<file path="src/rtl/servo_motion_sequencer.sv">
// Per-joint target slewing with once-per-frame atomic commit of all angles.
// Optional input clamp: define SERVO_ANGLE_CLAMP_EN.
module servo_motion_sequencer #(
  parameter int NUM_JOINTS   = 4,
  parameter int FRAME_CYCLES = 1_000_000,
  parameter int STEP         = 2,
  parameter int HOME_ANGLE   = 90,
  parameter int MAX_ANGLE    = 180,
  localparam int JW = (NUM_JOINTS > 1) ? $clog2(NUM_JOINTS) : 1
) (
  input  logic                    clk,
  input  logic                    reset,
  input  logic                    cmd_valid,
  output logic                    cmd_ready,
  input  logic [JW-1:0]           cmd_joint,
  input  logic [7:0]              cmd_angle,
  input  logic                    halt,
  output logic [8*NUM_JOINTS-1:0] angle_out,
  output logic [NUM_JOINTS-1:0]   moving,
  output logic                    all_settled,
  output logic                    frame_tick,
  output logic                    range_err
);

  localparam int CW = $clog2(FRAME_CYCLES);
  localparam logic [CW-1:0] LAST = CW'(FRAME_CYCLES - 1);
  localparam logic [JW-1:0] IDX_LAST = JW'(NUM_JOINTS - 1);
  localparam logic [7:0] HOME = 8'(HOME_ANGLE);
  localparam logic [8:0] STEP9 = 9'(STEP);

  if (NUM_JOINTS < 1 || NUM_JOINTS > 8 || STEP < 1 || STEP > 180 ||
      MAX_ANGLE > 255 || FRAME_CYCLES <= NUM_JOINTS + 2) begin : g_bad
    $error("servo_motion_sequencer: illegal parameters");
  end

  typedef enum logic [1:0] {
    IDLE,
    UPDATE,
    COMMIT
  } state_t;

  state_t state, state_nx;

  logic [CW-1:0] cnt;
  logic [JW-1:0] idx;
  logic [7:0] tgt [NUM_JOINTS];
  logic [7:0] cur [NUM_JOINTS];
  logic [7:0] com [NUM_JOINTS];
  logic [NUM_JOINTS-1:0] moving_q;
  logic range_q;
  logic tick;
  logic accept;
  logic jok;
  logic [7:0] wr_angle;
  logic clamp_hit;
  logic [8:0] c9, t9;
  logic [7:0] cur_nx;

  assign tick = (cnt == LAST);
  assign frame_tick = tick & ~reset;
  assign cmd_ready = (state == IDLE) & ~reset;
  assign accept = cmd_valid & cmd_ready;
  assign jok = int'(cmd_joint) < NUM_JOINTS;

`ifdef SERVO_ANGLE_CLAMP_EN
  assign clamp_hit = cmd_angle > 8'(MAX_ANGLE);
  assign wr_angle = clamp_hit ? 8'(MAX_ANGLE) : cmd_angle;
`else
  assign clamp_hit = 1'b0;
  assign wr_angle = cmd_angle;
`endif

  assign range_err = range_q;

  always_comb begin
    state_nx = state;
    unique case (state)
      IDLE:    if (tick && !halt) state_nx = UPDATE;
      UPDATE:  if (idx == IDX_LAST) state_nx = COMMIT;
      COMMIT:  state_nx = IDLE;
      default: state_nx = IDLE;
    endcase
  end

  // 9-bit compare keeps the slew from wrapping near 0 or 255
  always_comb begin
    c9 = {1'b0, cur[idx]};
    t9 = {1'b0, tgt[idx]};
    cur_nx = cur[idx];
    if (c9 < t9) begin
      cur_nx = (t9 > c9 + STEP9) ? 8'(c9 + STEP9) : tgt[idx];
    end else if (c9 > t9) begin
      cur_nx = (c9 > t9 + STEP9) ? 8'(c9 - STEP9) : tgt[idx];
    end
  end

  always_ff @(posedge clk) begin
    if (reset) begin
      state    <= IDLE;
      cnt      <= '0;
      idx      <= '0;
      range_q  <= 1'b0;
      moving_q <= '0;
      for (int j = 0; j < NUM_JOINTS; j++) begin
        tgt[j] <= HOME;
        cur[j] <= HOME;
        com[j] <= HOME;
      end
    end else begin
      state   <= state_nx;
      cnt     <= tick ? '0 : cnt + 1'b1;
      range_q <= accept & jok & clamp_hit;
      if (accept && jok) tgt[cmd_joint] <= wr_angle;
      if (state == UPDATE) begin
        cur[idx] <= cur_nx;
        idx      <= (idx == IDX_LAST) ? '0 : idx + 1'b1;
      end
      if (state == COMMIT) begin
        for (int j = 0; j < NUM_JOINTS; j++) com[j] <= cur[j];
      end
      for (int j = 0; j < NUM_JOINTS; j++) begin
        moving_q[j] <= (com[j] != tgt[j]);
      end
    end
  end

  for (genvar j = 0; j < NUM_JOINTS; j++) begin : g_out
    assign angle_out[8*j +: 8] = com[j];
  end

  assign moving = moving_q;
  assign all_settled = ~|moving_q;

endmodule

</file>
<file path="config.mk">
export PLATFORM = sky130hd
export DESIGN_NAME = servo_motion_sequencer
export DESIGN_NICKNAME = d
export VERILOG_FILES = /design/src/rtl/servo_motion_sequencer.sv
export SDC_FILE = /design/constraint.sdc
export NUM_CORES = 1
export LEC_CHECK = 0
export CAP_MARGIN = 20
export CORE_UTILIZATION = 53
export CTS_CLUSTER_DIAMETER = 60
export CTS_CLUSTER_SIZE = 40
export DETAILED_ROUTE_END_ITERATION = 16
export PLACE_DENSITY_LB_ADDON = 0.1
export SYNTH_ARGS = -nofsm -noshare
export SYNTH_HDL_FRONTEND = slang
export SYNTH_SLANG_ARGS = --single-unit
</file>
<file path="constraint.sdc">
create_clock -name clk -period 3.7 [get_ports clk]
set_clock_uncertainty 0.15 [all_clocks]
set_input_delay 0.37 -clock clk [delete_from_list [all_inputs] [get_ports clk]]
set_output_delay 0.37 -clock clk [all_outputs]
set_load 0.05 [all_outputs]
</file>
==> results.md, run 1 <==
- DR WL/cell: 21.1 um
- Die height: 114 um
- DRC: 0
- Row Count: 40
- GR Util All Layers: 30.6%
- EDFF count, synth: 96
- FILL cells: 851
- Core ar.: 12200 um^2
- Crit path max fanout: 7
- Initial antenna violation count: 0
- Crit-path max cell delay: 550 ps
- Mapped Cells: 583
- Final setup vio count: 9
- Min-Delay Path Class: flip-flop to flip-flop
- Critical Path Start Type: flip-flop
- Final Hold Viols: 0
- Area Overhead vs Synth: 32.7%
- Total CTS buffers: 17
- RD Place Congestion: 0.905
- Largest net degree at the start of global routing: 39
- Status: complete, but fails checks
- Crit end category: flip-flop
- Max Buffers Root-to-Sink: 2
- Post-synthesis register bit count: 126
- Worst VDD drop: 0.377 mV
- Placed Cells: 834
- Critical-path cell list: buf_12 -> buf_12 -> buf_6 -> mux4_2 -> and4_4 -> nand2_4 -> xnor2_2 -> ha_1 -> nand2_1 -> or3_4 -> o221a_4 -> a221oi_4 -> a21oi_4 -> o2111ai_2 -> buf_6 -> nor2_2
- Tcrit/Tclk final: 101%
- Final Slew Violations: 0
- # hold bufs at CTS: 0
- Slew headroom: 38.3%
- 1st-iter DRT viols: 588
- Max-cap check violation count: 0
- Antenna-violating nets left: 0
- Crit path kind: flip-flop to flip-flop
- Aggregate negative setup slack: -128 ps
- Clk Latency, worst-skew pair: 430 ps
- Syn_nets: 624
- Full die area: 13000 um^2
- Mean Syn Cell Area: 11.4 um^2
- H-tree Lvls: 4
- Area occupied by multi-input gates: 3310 um^2
- Clock Sinks: 126
- Nets: 755
- R2R Setup Slk: -30 ps
- Fmax: 268 MHz
- Detailed Place HPWL: 13700 um
- Mapped cell area: 6670 um^2
- Req. time, crit path: 3720 ps
- Slowest CP cell: mux4_2
- Clk pin slew, worst setup/hold paths: 50 ps
- Count of non-filler cells in the finished layout: 896
- Critical path arrival: 3750 ps
- Layout cell share with drive strength beyond 1: 26.0%
- Vias in the first global route: 5072
- Port Buffers: 52
- Worst Tran Pin Value: 918 ps
- Via count: 5229
- Seq/Total Area, Yosys: 52.2%
- Routed Wire Length: 18900 um
- Pwr Density: 407 nW/um^2
- Register area: 3480 um^2
- I/O pins: 54
- Die W: 114 um
- Most frequent cells in the layout: 96 x edfxtp_1, 68 x buf_4, 51 x clkdlybuf4s50_1
- CTS tree: yes
- Vias/cell: 5.84
- Synth warn: 0
- Leakage power total: 3.17 nW
- RSZ-0062 raised after global routing: yes
- Global-route wire length before repair: 28700 um
- Ys flop type: edfxtp_1
- Drt pass-1 iters: 5
- Root Buffer: clkbuf_16
- Commonest non-fill, non-tap cell in the layout: edfxtp_1
- Violated checks: setup timing
- Gr ovfl total: 0
- Async set-reset flop share out of synthesis: 0%
- Setup ws final: -27.7 ps
- Fin crit period: 3730 ps
- Initial Util: 54.9%
- Cell variety after synth: 59
[kinds of logic (layout without fill, tap and decap cells)]
group | Yosys count | count (layout) | synth area share [%]
AO/OA/AOI/OAI | 62 | 62 | 6.51
XOR/XNOR | 58 | 58 | 7.61
adder cells (fa/ha/maj) | 27 | 27 | 5.06
buffers and inverters | 39 | 183 | 2.55
flip-flops | 126 | 126 | 52.2
multiplexers | 20 | 20 | 6.00
other | 1 | 2 | 0.0562
AND/OR/NAND/NOR | 250 | 250 | 20.0
[cells in the mapped netlist (16+ instances only)]
cell,instances,share of area [%]
edfxtp_1,96,43
nor2_1,55,3.1
xor2_1,42,5.5
nand2_1,38,2.1
and2_1,33,3.1
dfxtp_1,30,9.0
or3_1,28,2.6
ha_1,27,5.1
a21oi_1,19,1.4
inv_1,19,1.1
mux4_2,16,5.4
nand2b_1,16,1.5
nand3_1,16,1.2
xnor2_1,16,2.1
[final timing paths]
kind,startpoint,to,depth (start not counted)
worst max-delay path,flip-flop,cur[2][5]$_SDFFCE_PN0P_,16
worst min-delay path,cnt[0]$_SDFF_PP0_,cnt[0]$_SDFF_PP0_,1
worst min register to register,cnt[0]$_SDFF_PP0_,cnt[0]$_SDFF_PP0_,1
worst max register to register,flip-flop,cur[2][5]$_SDFFCE_PN0P_,16
[power breakdown]
group	internal (mW)	switching (mW)
registers	1.55	0.0254
clock network	0.958	0.622
logic	0.190	0.258
[critical path: cells and delay by family (launching register included)]
family,cells,cell delay (ps)
mux,1,550
simple gates,5,790
compound gates,4,760
flops,1,340
xor+xnor,1,60
fa+ha+maj,1,350
buf+inv,4,490
[cell type report]
type,instances,area share [%]
Antenna cell,1,0.0283
Clock buffer,20,5.16
Clock inverter,12,1.24
Inverter,19,0.834
Multi-Input combinational cell,418,37.3
Sequential cell,126,39.3
Tap cell,168,2.37
Timing Repair Buffer,132,13.7
[flip-flops by register name, summed over array words and instances, names as in the netlist, named ones only]
name	count
cnt	20
com	32
cur	32
idx	2
moving	4
state	2
tgt	32
[metrics by stage]
step	utilization [%]	cell area, um^2	worst slack [ps]	hold WS [ps]	power, mW
after global placement	63.6	7730	-103	288	1.97
final	72.8	8860	-27.7	313	3.61
after detailed placement	63.6	7730	-176	306	1.97
after global routing	72.8	8850	-102	344	3.71
after floorplan	-	6670	67.7	276	1.82
after CTS	69.9	8500	-10.5	318	3.56
[repair_timing]
item | 4_1_cts | 5_1_grt
endpoints found under the hold margin | 0 | 0
pin swaps | 7 | 31
setup endpoints to repair | 32 | 32
buffers inserted | 13 | 16
resized for setup | 20 | 48
[metal layers]
| layer | vias to the layer above | wire, um | track usage (%) |
|---|---|---|---|
| met5 | - | 0 | 0 |
| met4 | 0 | 376 | 10.1 |
| met3 | 33 | 1520 | 9.21 |
| met2 | 220 | 8890 | 47.6 |
| met1 | 2575 | 8070 | 41.1 |
| li1 | 2401 | - | - |
No activity file was read; power rests on OpenSTA's default activity.
==> run 2: changes to the inputs <==
==> constraint.sdc (replaced) <==
create_clock -name clk -period 3.7 [get_ports clk]
set_clock_uncertainty 0.15 [all_clocks]
set_input_delay 0.555 -clock clk [delete_from_list [all_inputs] [get_ports clk]]
set_output_delay 0.555 -clock clk [all_outputs]
set_load 0.05 [all_outputs]
==> run 2 against run 1 <==
Against the previous run: the flow still finishes with violations (setup timing); design area grew 1.2%; via count is essentially flat; critical path depth shrank 1; worst hold slack lost 2.4 ps; non-clock buffer count grew 1; sequential power is essentially flat; core utilization grew 0.84 points; fmax shrank 0.35%; critical endpoint is now cur[1][4]$_SDFFCE_PN1P_; largest power group unchanged; highest routed layer unchanged.
==> results.md, run 2 (synthesized netlist as in run 1, its figures left out) <==
- Row Count: 40 (unchanged)
- Drt pass-1 iters: 4 (-1)
- Initial antenna violation count: 0 (unchanged)
- Worst Hold Slack: 311 ps (-2.44 ps)
- Final setup vio count: 14 (+5)
- Worst Hold End: cnt[0]$_SDFF_PP0_
- Via count: 5227 (-0.038%)
- WHS Path Cells: 1 (unchanged)
- Clk pin slew, worst setup/hold paths: 60 ps (about the same)
- Aggregate negative setup slack: -213 ps (-84.6 ps)
- 1st-iter DRT viols: 450 (-23%)
- Most frequent cells in the layout: 96 x edfxtp_1, 70 x buf_4, 51 x nor2_1
- Critical path depth: 15 (-1)
- Layout cell share with drive strength beyond 1: 27.5% (+1.5 points)
- Antenna-violating nets left: 0 (unchanged)
- Crit path kind: flip-flop to flip-flop
- Routed Wire Length: 19100 um (+1.2%)
- Final Instance Area: 8960 um^2 (+1.2%)
- Global-route wire length before repair: 27800 um (-3.0%)
- Diodes inserted: 0 (-1)
- Leakage power total: 3.20 nW (+0.82%)
- Req. time, crit path: 3700 ps (-20 ps)
- Pwr Density: 402 nW/um^2 (-1.4%)
- Fmax: 267 MHz (-0.35%)
- Die height: 114 um (unchanged)
- Min-Delay Path Class: flip-flop to flip-flop
- RD Place Congestion: 0.947 (+4.5%)
- Max-cap check violation count: 0 (unchanged)
- Nets: 756 (+0.13%)
- Detailed Place HPWL: 13700 um (about the same)
- Status: complete, but fails checks
- Worst VDD drop: 0.417 mV (+11%)
- R2R Setup Slk: -40 ps (about the same)
- Critical path's top delay family: multiplexers
- Die W: 114 um (unchanged)
- FF-to-FF path depth: 15 (-1)
- DRC: 0 (unchanged)
- Vias/cell: 5.83 (about the same)
- Setup ws final: -40.9 ps (-13.2 ps)
- Final Slew Violations: 0 (unchanged)
- Max Buffers Root-to-Sink: 2 (unchanged)
- Critical Path Start Type: flip-flop
- Utilization after layout: 73.7% (+0.84 points)
- Full die area: 13000 um^2 (unchanged)
- R2R Path End: cur[1][4]$_SDFFCE_PN1P_
- Port Buffers: 52 (unchanged)
- Largest registers: com: 32 flops, cur: 32 flops, tgt: 32 flops
- Critical path buffer and inverter count: 4 (unchanged)
- Clk Latency, worst-skew pair: 420 ps (about the same)
- Initial Util: 54.9% (unchanged)
- Tcrit/Tclk final: 101% (+0.36 points)
- Pre-CTS WS: -135 ps (+40.2 ps)
- FILL cells: 842 (-1.1%)
- Crit path max fanout: 6 (-1)
- Clock Sinks: 126 (unchanged)
- Largest net degree at the start of global routing: 38 (-2.6%)
- Root Buffer: clkbuf_16
- Slowest CP cell: mux4_2
- Crit end category: flip-flop
- Critical-path cell list: buf_12 -> buf_12 -> mux4_2 -> ha_4 -> xnor2_4 -> ha_4 -> o21ai_2 -> a21oi_1 -> o41ai_2 -> buf_4 -> a21oi_2 -> buf_4 -> mux2i_2 -> a21oi_2 -> nand2_1
- Crit-path max cell delay: 600 ps (+50 ps)
- Final Hold Viols: 0 (unchanged)
- RSZ-0062 raised after global routing: yes
- DR WL/cell: 21.3 um (+1.2%)
- Vias in the first global route: 4977 (-1.9%)
- Critical path arrival: 3740 ps (about the same)
- Worst Tran Pin Value: 854 ps (-63.5 ps)
- Core ar.: 12200 um^2 (unchanged)
- GR Util All Layers: 29.3% (-1.2 points)
- Violated checks: setup timing
- Total CTS buffers: 17 (unchanged)
- Gr ovfl total: 0 (unchanged)
- Area Overhead vs Synth: 34.3%
- CTS tree: yes
- Commonest non-fill, non-tap cell in the layout: edfxtp_1
- Fin crit period: 3740 ps (+13.2 ps)
- Slew headroom: 42.5% (+4.3 points)
- I/O pins: 54 (unchanged)
- HP Start: cnt[0]$_SDFF_PP0_
- Area post-placement: 7720 um^2 (-0.13%)
- H-tree Lvls: 4 (unchanged)
-- run 2: changes by cell type in the layout (fill, tap and decap cells not counted), sizes merged, moves of 2 or more --
cell | previous run | this run
clkbuf | 20 | 18
clkinvlp | 6 | 3
clkinv | 2 | 5
inv | 22 | 26
-- run 2: metal layers --
layer | vias to the layer above | track usage (%) | wire length (um)
met5 | - | 0 | 0
met4 | 0 | 9.61 | 378
met3 | 31 | 7.41 | 1360
met2 | 227 | 44.9 | 9010
met1 | 2576 | 41.2 | 8330
li1 | 2393 | - | -
-- run 2: final cells by class --
type                            instances  area [um^2]  share of cell area [%]
Inverter                               19         73.8                   0.824
Sequential cell                       126         3490                    38.9
Tap cell                              168          210                    2.35
Timing Repair Buffer                  133         1220                    13.6
Multi-Input combinational cell        418         3410                    38.1
Clock inverter                         15          128                    1.42
Clock buffer                           17          425                    4.75
-- run 2: what timing repair did --
item,4_1_cts,5_1_grt
buffers inserted,7,25
setup endpoints to repair,32,32
hold buffers,0,0
gates cloned,0,1
gates resized for setup,13,71
endpoints found under the hold margin,0,0
pin swaps,10,31
-- run 2: report_power, final --
part	switching (mW)	internal (mW)	total [mW]
Sequential	0.0251	1.55	1.58
Combinational	0.264	0.199	0.463
Clock	0.682	0.877	1.56
-- run 2: per-stage QoR --
| stage | total power [mW] | cells |
|---|---|---|
| after CTS | 3.53 | 872 |
| final | 3.60 | 896 |
| after global placement | 1.96 | 833 |
| after detailed placement | 1.97 | 833 |
| after floorplan | 1.82 | 583 |
| after global routing | 3.69 | 896 |
-- run 2: worst max path at each step --
| stage | slack [ps] | to |
|---|---|---|
| after global routing | -160 | cur[3][7]$_DFFE_PP_ |
| after detailed placement | -140 | cur[1][5]$_SDFFCE_PN0P_ |
| after global placement | -50 | cur[0][5]$_SDFFCE_PN0P_ |
| after CTS | 5 | cur[1][1]$_SDFFCE_PN1P_ |
| final | -40 | cur[1][4]$_SDFFCE_PN1P_ |
| after floorplan | 70 | cur[0][5]$_SDFFCE_PN0P_ |
